<file path="src/rtl/mem_arbiter.sv">
`default_nettype none
// +--------------------------------------------------------------------------+
// | Module   : mem_arbiter                                                   |
// | Purpose  : Memory-side responder for the icache/dcache request buses.    |
// |            Arbitrates between the two caches and drives a single-ported |
// |            RAM. Dcache bursts of BURST_LEN words are locked, so icache   |
// |            traffic never interleaves inside a block transfer.            |
// | Ports    : CLK, nRST          clock / async active-low reset             |
// |            dREN,dWEN,daddr,dstore -> dload,dwait   dcache side          |
// |            iREN,iaddr             -> iload,iwait   icache side          |
// |            ramREN,ramWEN,ramaddr,ramstore <- ramload,ramstate  RAM side |
// | Revision : 1.0  initial release                                          |
// +--------------------------------------------------------------------------+
module mem_arbiter #(
  parameter int BURST_LEN = 2
) (
  input  logic        CLK,
  input  logic        nRST,
  input  logic        dREN,
  input  logic        dWEN,
  input  logic [31:0] daddr,
  input  logic [31:0] dstore,
  output logic [31:0] dload,
  output logic        dwait,
  input  logic        iREN,
  input  logic [31:0] iaddr,
  output logic [31:0] iload,
  output logic        iwait,
  output logic        ramREN,
  output logic        ramWEN,
  output logic [31:0] ramaddr,
  output logic [31:0] ramstore,
  input  logic [31:0] ramload,
  input  logic [1:0]  ramstate
);

  localparam logic [1:0] ST_IDLE    = 2'd0;
  localparam logic [1:0] ST_DGRANT  = 2'd1;
  localparam logic [1:0] ST_IGRANT  = 2'd2;

  localparam logic [1:0] RAM_ACCESS = 2'd2;

  // Burst length widened to 3 bits so BURST_LEN=4 compares cleanly against
  // the incremented 2-bit counter.
  localparam logic [2:0] BURST_LAST = 3'(BURST_LEN);

  logic [1:0] state_q, state_d;
  logic [1:0] burst_cnt_q, burst_cnt_d;
  logic       last_d_q, last_d_d;

  logic       dreq;
  logic       access;
  logic [2:0] cnt_inc;
  logic       burst_done;

  assign dreq       = dREN | dWEN;
  assign access     = (ramstate == RAM_ACCESS);
  assign cnt_inc    = {1'b0, burst_cnt_q} + 3'd1;
  assign burst_done = (cnt_inc == BURST_LAST);

  // --------------------------------------------------------------------------
  // State register
  // --------------------------------------------------------------------------
  always_ff @(posedge CLK or negedge nRST) begin
    if (!nRST) begin
      state_q     <= ST_IDLE;
      burst_cnt_q <= 2'd0;
      last_d_q    <= 1'b0;
    end else begin
      state_q     <= state_d;
      burst_cnt_q <= burst_cnt_d;
      last_d_q    <= last_d_d;
    end
  end

  // --------------------------------------------------------------------------
  // Next-state logic
  // --------------------------------------------------------------------------
  always_comb begin
    state_d     = state_q;
    burst_cnt_d = burst_cnt_q;
    last_d_d    = last_d_q;
    case (state_q)
      ST_IDLE: begin
        // On contention the master that did not go last wins; this is what
        // lets a pending icache read in right after a dcache burst.
        if (dreq && (!iREN || !last_d_q)) begin
          state_d     = ST_DGRANT;
          burst_cnt_d = 2'd0;
        end else if (iREN) begin
          state_d = ST_IGRANT;
        end
      end
      ST_DGRANT: begin
        if (!dreq) begin
          state_d  = ST_IDLE;
          last_d_d = 1'b1;
        end else if (access) begin
          if (burst_done) begin
            state_d  = ST_IDLE;
            last_d_d = 1'b1;
          end else begin
            // Counter only advances while the burst stays locked, so it
            // never exceeds BURST_LEN-1.
            burst_cnt_d = cnt_inc[1:0];
          end
        end
      end
      ST_IGRANT: begin
        if (!iREN) begin
          state_d = ST_IDLE;
        end else if (access) begin
          state_d  = ST_IDLE;
          last_d_d = 1'b0;
        end
      end
      default: state_d = ST_IDLE;
    endcase
  end

  // --------------------------------------------------------------------------
  // Output logic. Everything is combinational on the registered state, so
  // an asynchronous reset drops the RAM enables the instant state_q clears.
  // --------------------------------------------------------------------------
  always_comb begin
    dwait    = 1'b1;
    iwait    = 1'b1;
    dload    = 32'd0;
    iload    = 32'd0;
    ramREN   = 1'b0;
    ramWEN   = 1'b0;
    ramaddr  = 32'd0;
    ramstore = 32'd0;
    case (state_q)
      ST_DGRANT: begin
        // A dropped request leaves the bus quiet for the exit cycle.
        if (dreq) begin
          ramaddr  = daddr;
          ramstore = dstore;
          ramWEN   = dWEN;
          ramREN   = dREN & ~dWEN;
          if (access) begin
            dwait = 1'b0;
            dload = ramload;
          end
        end
      end
      ST_IGRANT: begin
        if (iREN) begin
          ramaddr = iaddr;
          ramREN  = 1'b1;
          if (access) begin
            iwait = 1'b0;
            iload = ramload;
          end
        end
      end
      default: ;
    endcase
  end

endmodule
`default_nettype wire
</file>
<file path="config.mk">
export PLATFORM = sky130hd
export DESIGN_NAME = mem_arbiter
export DESIGN_NICKNAME = d
export VERILOG_FILES = /design/src/rtl/mem_arbiter.sv
export SDC_FILE = /design/constraint.sdc
export NUM_CORES = 1
export LEC_CHECK = 0
export ABC_CLOCK_PERIOD_IN_PS = 2300
export CAP_MARGIN = 10
export CORE_AREA = 2 2 103 105
export DETAILED_ROUTE_END_ITERATION = 8
export DIE_AREA = 0 0 105 107
export PLACE_DENSITY = 0.74
export SLEW_MARGIN = 5
export SYNTH_ARGS = -nofsm -noshare
export SYNTH_HDL_FRONTEND = slang
export SYNTH_SLANG_ARGS = --single-unit
</file>
<file path="constraint.sdc">
create_clock -name CLK -period 2.3 [get_ports CLK]
set_input_delay 0.575 -clock CLK [delete_from_list [all_inputs] [get_ports CLK]]
set_output_delay 0.575 -clock CLK [all_outputs]
set_load 0.02 [all_outputs]
</file>
==> results of run 1 <==
-- where the power goes --
part / internal, mW / leakage [nW] / switching, mW / total (mW)
clock network: 0.119 / 0.0228 / 0.0482 / 0.168
registers: 0.122 / 0.0609 / 0.0353 / 0.157
logic: 1.76 / 2.31 / 1.54 / 3.30
total: 2.00 / 2.39 / 1.62 / 3.62
-- area by class of cell --
type	count	area [um2]	share of cell area (%)
Timing Repair Buffer	314	3078	60.18
Multi-Input combinational cell	204	1680	32.85
Tap cell	136	170.2	3.327
Sequential cell	5	126.4	2.471
Clock buffer	4	45.04	0.8806
Inverter	4	15.01	0.2935
-- layer usage --
| layer | track usage (%) | up-vias |
|---|---|---|
| li1 | - | 1418 |
| met1 | 20.16 | 1418 |
| met2 | 32.28 | 147 |
| met3 | 5.046 | 9 |
| met4 | 5.429 | 0 |
| met5 | 0 | - |
-- synthesized netlist by cell type, drive strengths merged --
cell / number / area share [%]
nand2b: 2 / 0.77
or3: 1 / 0.38
a31oi: 2 / 0.77
and2: 67 / 26
nor3b: 2 / 0.92
o22a: 1 / 0.61
nor2: 6 / 2.1
ha: 4 / 3.1
inv: 4 / 0.92
a22oi: 32 / 15
and3: 32 / 12
a21oi: 3 / 1.2
a211oi: 1 / 0.46
nor2b: 34 / 13
buf: 11 / 4.7
dfrtp: 5 / 7.7
o2bb2ai: 1 / 0.54
o31ai: 2 / 0.92
nor3: 1 / 0.31
a2bb2oi: 1 / 0.54
nand2: 5 / 1.2
and4: 1 / 0.54
clkbuf: 13 / 3.1
mux2: 1 / 0.69
and3b: 1 / 0.54
nor4: 1 / 0.77
o21ai: 3 / 1.6
-- final timing paths --
kind / from / endpoint / slack, ns
worst max register to register: state_q[1] / burst_cnt_q[0] / 0.45
worst min-delay path: last_d_q / last_d_q / 0.54
worst max-delay path: state_q[0] / ramaddr[8] / -0.08
min in group asynchronous: nRST / last_d_q / 0.58
max in group asynchronous: nRST / state_q[1] / 1.49
worst min register to register: last_d_q / last_d_q / 0.54
-- metrics by stage --
step / worst slack, ns / utilization (%) / cell area (um2)
2_1_floorplan: 0.1770 / - / 1632
3_3_place_gp: -0.6573 / 45.33 / 4574
3_5_place_dp: -0.6718 / 45.33 / 4574
6_report: -0.07955 / 50.68 / 5115
4_1_cts: -0.09691 / 45.38 / 4579
5_1_grt: -0.1415 / 50.68 / 5115
-- cell families (layout without fill, tap and decap cells) --
kind of cell / after synthesis / after routing / synth area share [%]
buf+inv: 28 / 322 / 8.665
simple gates: 153 / 153 / 58.59
fa+ha+maj: 4 / 4 / 3.068
mux: 1 / 1 / 0.6901
compound gates: 46 / 46 / 21.32
flops: 5 / 5 / 7.669
-- flip-flops by register name, indices dropped and copies added, names as in the netlist --
signal       count
burst_cnt_q      2
state_q          2
last_d_q         1
-- worst max-delay path, cell delays in order (launching register included) --
cell and delay [ns]:
dfrtp_1 0.40, inv_2 0.07, ha_4 0.16, and2_4 0.17
buf_12 0.14, buf_12 0.13, buf_12 0.13, a22oi_2 0.15
nor2b_1 0.07, buf_4 0.16
-- what timing repair did --
action / 4_1_cts / 5_1_grt
gates cloned: 8 / 8
gates resized for setup: 593 / 143
buffers inserted: 11 / 4
endpoints found under the setup margin: 132 / 97
pin swaps: 6 / 41
-- cell usage in the layout, fill, tap and decap left out, types with 3 or more instances in the layout --
cell	count
and3_1	30
dlygate4sd2_1	3
clkbuf_16	8
and2_1	32
nor2_1	3
a22oi_2	32
dfrtp_1	4
nor2b_1	32
buf_2	61
buf_12	10
buf_6	41
buf_16	5
buf_4	51
and2_4	34
clkbuf_8	3
nand2_1	5
clkbuf_2	3
clkdlybuf4s50_1	129
ha_4	3
==> reports/metrics.yaml, run 1 <==
synthesis:
  syn_area_per_cell_um2: 6.884
  ys_seq_elements: 5
  ys_seq_area_share_pct: 7.669
  netlist-cell-type-count: 35
  synthCells: 237
  syn-num-nets: 376
  netlist_area_um2: 1632
  ys_warn_count: 0
timing:
  fin_crit_sh_pct: 103.5
  worst_pin_slew_ns: 0.3602
  finalWorstSetupSlack_ns: -0.07955
  maxSlewViolCount: 0
  timing.setup.tns_ns: -1.098
  rsz0062_at_grt: "yes"
  clock.fmax_mhz: 420.2
  relSlewSlack_pct: 75.89
  setup_violations: 19
  finalHoldViolCount: 0
  hold_ws_ns: 0.5436
  clock_skew_ns: 0.004735
  fin_crit_ns: 2.380
finish:
  syn_to_final_growth_pct: 213.5
  antenna-diode-count: 0
  fin_cells: 667
  layout-drive-gt1-share_pct: 50.85
  fillers: 990
  nets: 671
power_and_ir_drop:
  irDropWorstVdd_mv: 0.3871
  power_density_nw_per_um2: 708.0
  p_leak_nw: 2.389
  power.total_mw: 3.621
global_route:
  grt_start_max_net_pins: 33
  grt_usage_pct: 17.80
  grt_pass1_wl_mm: 15.97
  grt_pass1_vias: 2955
  grt-ovfl-total: 0
  antenna_found_initial: 0
cts:
  cts_tree: "done"
  cts_htree_levels: 1
  path_clk_slew_ns: 0.04
  clock_path_buffers: 2
  insertion_delay_ns: 0.23
  clkSinkCount: 5
  holdBufCountCts: 0
  root_buffer: "clkbuf_8"
  numCtsBuffers: 3
detailed_routing:
  wl_met1_mm: 4.765
  detail_route.first_pass.iterations: 4
  wl_per_cell_um: 17.95
  ant_nets: 0
  dr_total_vias: 2992
  met2_length_mm: 6.218
  remaining_drc_errors: 0
  viasPerCell: 4.486
  totalWireLength_mm: 11.97
  maxUsedRoutingLayer: "met4"
  drt-initial-drc-count: 168
  wl_met3_um: 862
worst_setup_path:
  end_kind: "output pin"
  r2r_cells: 10
  critPathKind: "reg2out"
  cp.required_ns: 1.73
  crit_arrival_ns: 1.80
  critPathMaxFanout: 6
  startpoint_type: "flip-flop"
min_path:
  hold_class: "reg2reg"
  hold_depth: 1
run_status:
  violations: "setup timing"
  status: "finished with violations"
die:
  die_w_um: 105
  initial_core_util_pct: 16.17
  die_area_um2: 11240
  die_h_um: 107
  core_area_um2: 10090
  rows: 37
  io_pins: 267
place:
  port_buffers: 266
  placed_cells: 635
  dp_hpwl_mm: 7.661
  place.gp.congestion: 0.8391
flow_run:
  drv_cap: 0
Note: power is estimated with default switching activity, not from simulation.
==> run 2: changes to the inputs <==
Settings changed: SETUP_SLACK_MARGIN set to 0.3.
==> reports/metrics.yaml, run 2 (synthesis gave the netlist of run 1 again) <==
run_status:
  status: "finished with violations"
  violations: "setup timing"
place:
  port_buffers: 266  # unchanged
  dpl-instance-area_um2: 4674  # +2.2%
  placed_cells: 638  # +0.47%
  dp_hpwl_mm: 8.326  # +8.7%
  place.gp.congestion: 0.8683  # +3.5%
finish:
  syn_to_final_growth_pct: 310.7
  multi_input_area_um2: 2018  # +20%
  final_cell_mix: "buf_6, clkdlybuf4s50_1, and2_4"
  fin_util_pct: 66.40  # +16 points
  final_common_cell: "buf_6"
  fillers: 817  # -17%
  top_regs: "burst_cnt_q (2), state_q (2), last_d_q (1)"
  fin_cells: 722  # +8.2%
  layout-drive-gt1-share_pct: 72.18  # +21 points
  nets: 726  # +8.2%
  fin_area_um2: 6701  # +31%
  ff_latch_area_um2: 125.1  # -0.99%
  antenna-diode-count: 0  # unchanged
min_path:
  holdCritStartpoint: "burst_cnt_q[1]"
  min_to: "burst_cnt_q[1]"
  hold_class: "reg2reg"
  hold_depth: 2  # +1
global_route:
  grt_start_max_net_pins: 28  # -15%
  grt_pass1_vias: 3445  # +17%
  antenna_found_initial: 0  # unchanged
  busiest_layer: "met2"
  gr-usage-met2_pct: 41.74  # +9.5 points
  use_met1_pct: 28.98  # +8.8 points
  grt_usage_pct: 23.36  # +5.6 points
  grtUsageMet3_pct: 4.134  # -0.91 points
  grt-ovfl-total: 0  # unchanged
  grt_pass1_wl_mm: 20.29  # +27%
timing:
  fin_crit_sh_pct: 107.5  # +4.1 points
  rsz0062_at_grt: "yes"
  worst_pin_slew_ns: 0.3486  # -0.01157 ns
  clock_skew_ns: 0.002574  # -0.002161 ns
  clock.fmax_mhz: 404.3  # -3.8%
  relSlewSlack_pct: 76.51  # +0.62 points
  finalWorstSetupSlack_ns: -0.1733  # -0.09371 ns
  maxSlewViolCount: 0  # unchanged
  finalHoldViolCount: 0  # unchanged
  setup_violations: 110  # +91
  fin_crit_ns: 2.473  # +0.09371 ns
flow_run:
  drv_cap: 0  # unchanged
cts:
  path_clk_slew_ns: 0.04  # about the same
  numCtsBuffers: 3  # unchanged
  cts_tree: "done"
  holdBufCountCts: 0  # unchanged
  insertion_delay_ns: 0.22  # about the same
  clkSinkCount: 5  # unchanged
  cts_htree_levels: 1  # unchanged
  root_buffer: "clkbuf_8"
  clock_path_buffers: 2  # unchanged
detailed_routing:
  detail_route.first_pass.iterations: 4  # unchanged
  totalWireLength_mm: 15.07  # +26%
  viasPerCell: 4.602  # +2.6%
  remaining_drc_errors: 0  # unchanged
  wl_per_cell_um: 20.87  # +16%
  ant_nets: 0  # unchanged
  drt-initial-drc-count: 132  # -21%
  dr_total_vias: 3323  # +11%
worst_setup_path:
  startpoint_type: "flip-flop"
  critPathMaxFanout: 4  # -2
  critPathKind: "reg2out"
  r2r_slack_ns: 0.34  # -0.11 ns
  critical-path-top-delay-family: "buffers and inverters"
  worst-path-buf-inv: 7  # +2
  crit_arrival_ns: 1.90  # +0.10 ns
  cpPeakStageDelay_ns: 0.39  # about the same
  cp.required_ns: 1.73  # about the same
  end_kind: "output pin"
  r2r_cells: 11  # +1
  crit_top_cell: "buf_6"
  crit_chain: "inv_2 > ha_4 > buf_6 > buf_6 > o21ai_4 > nor2_4 > buf_6 > buf_16 > buf_8 > and2_4 > buf_6"
  slowest_stage: "dfrtp_1"
  reg2reg_from: "state_q[1]"
  reg2reg_to: "state_q[0]"
die:
  initial_core_util_pct: 16.17  # unchanged
  die_h_um: 107  # unchanged
  rows: 37  # unchanged
  die_w_um: 105  # unchanged
  io_pins: 267  # unchanged
  core_area_um2: 10090  # unchanged
  die_area_um2: 11240  # unchanged
power_and_ir_drop:
  irDropWorstVdd_mv: 0.4594  # +19%
  p_leak_nw: 2.878  # +20%
  power_density_nw_per_um2: 736.5  # +4.0%
run 2: cell count changes in the layout (fill, tap and decap cells not counted), sizes merged:
| cell | change |
|---|---|
| buf | +66 |
| bufbuf | -1 |
| clkbuf | -8 |
| dlygate4sd2 | -2 |
run 2: area by class of cell:
class / instances / area share (%)
flip-flops and latches: 5 / 1.867
multi-input cells: 204 / 30.12
clock buffers: 4 / 0.6721
well taps: 136 / 2.539
repair buffers: 369 / 64.58
inverters: 4 / 0.2240
run 2: timing repair:
item                                    CTS  global route
pin swaps                                32            52
cloned                                   18             3
gates resized for setup                 940            71
endpoints found under the setup margin  133           132
setup buffers                            43            16
run 2: worst register-to-register path: stages, from the launching register on:
cell and delay, ns:
dfrtp_1 0.41, buf_6 0.14, ha_4 0.15, buf_4 0.13, buf_6 0.10, buf_6 0.10, buf_6 0.11, nand2_4 0.07
buf_4 0.11, a21oi_2 0.06, or3_1 0.35, a21oi_2 0.16
run 2: layer usage:
| layer | vias up | share of wire, % | wire length, um |
|---|---|---|---|
| met5 | - | 0 | 0 |
| met3 | 28 | 4.6 | 687 |
| met1 | 1647 | 39 | 5916 |
| met4 | 0 | 2.2 | 329 |
| li1 | 1525 | - | - |
| met2 | 123 | 54 | 8135 |
run 2: worst max path at each step:
| stage | end | cells after the start | slack, ns | from |
|---|---|---|---|---|
| CTS | ramaddr[26] | 9 | -0.11 | state_q[1] |
| finish | dload[14] | 11 | -0.17 | state_q[1] |
| global route | dload[14] | 11 | -0.24 | state_q[1] |
| floorplan | ramaddr[0] | 7 | 0.30 | state_q[1] |
| detailed placement | ramstore[20] | 7 | -0.78 | dWEN |
| global placement | ramstore[29] | 7 | -0.75 | dWEN |
run 2: metrics by stage:
step	total power, mW	worst slack [ns]	TNS [ns]	hold slack, ns
floorplan	1.596	0.3031	0	0.2794
global placement	2.820	-0.7467	-85.67	0.5395
detailed placement	2.853	-0.7792	-88.07	0.5355
CTS	4.577	-0.1117	-4.141	0.5494
global route	5.159	-0.2421	-15.07	0.5922
finish	4.935	-0.1733	-7.643	0.5572
run 2: where the power goes:
group	internal (mW)	switching (mW)	total [mW]
combinational	2.76	1.86	4.61
clock	0.119	0.0454	0.165
sequential	0.121	0.0365	0.157
total	2.99	1.94	4.94
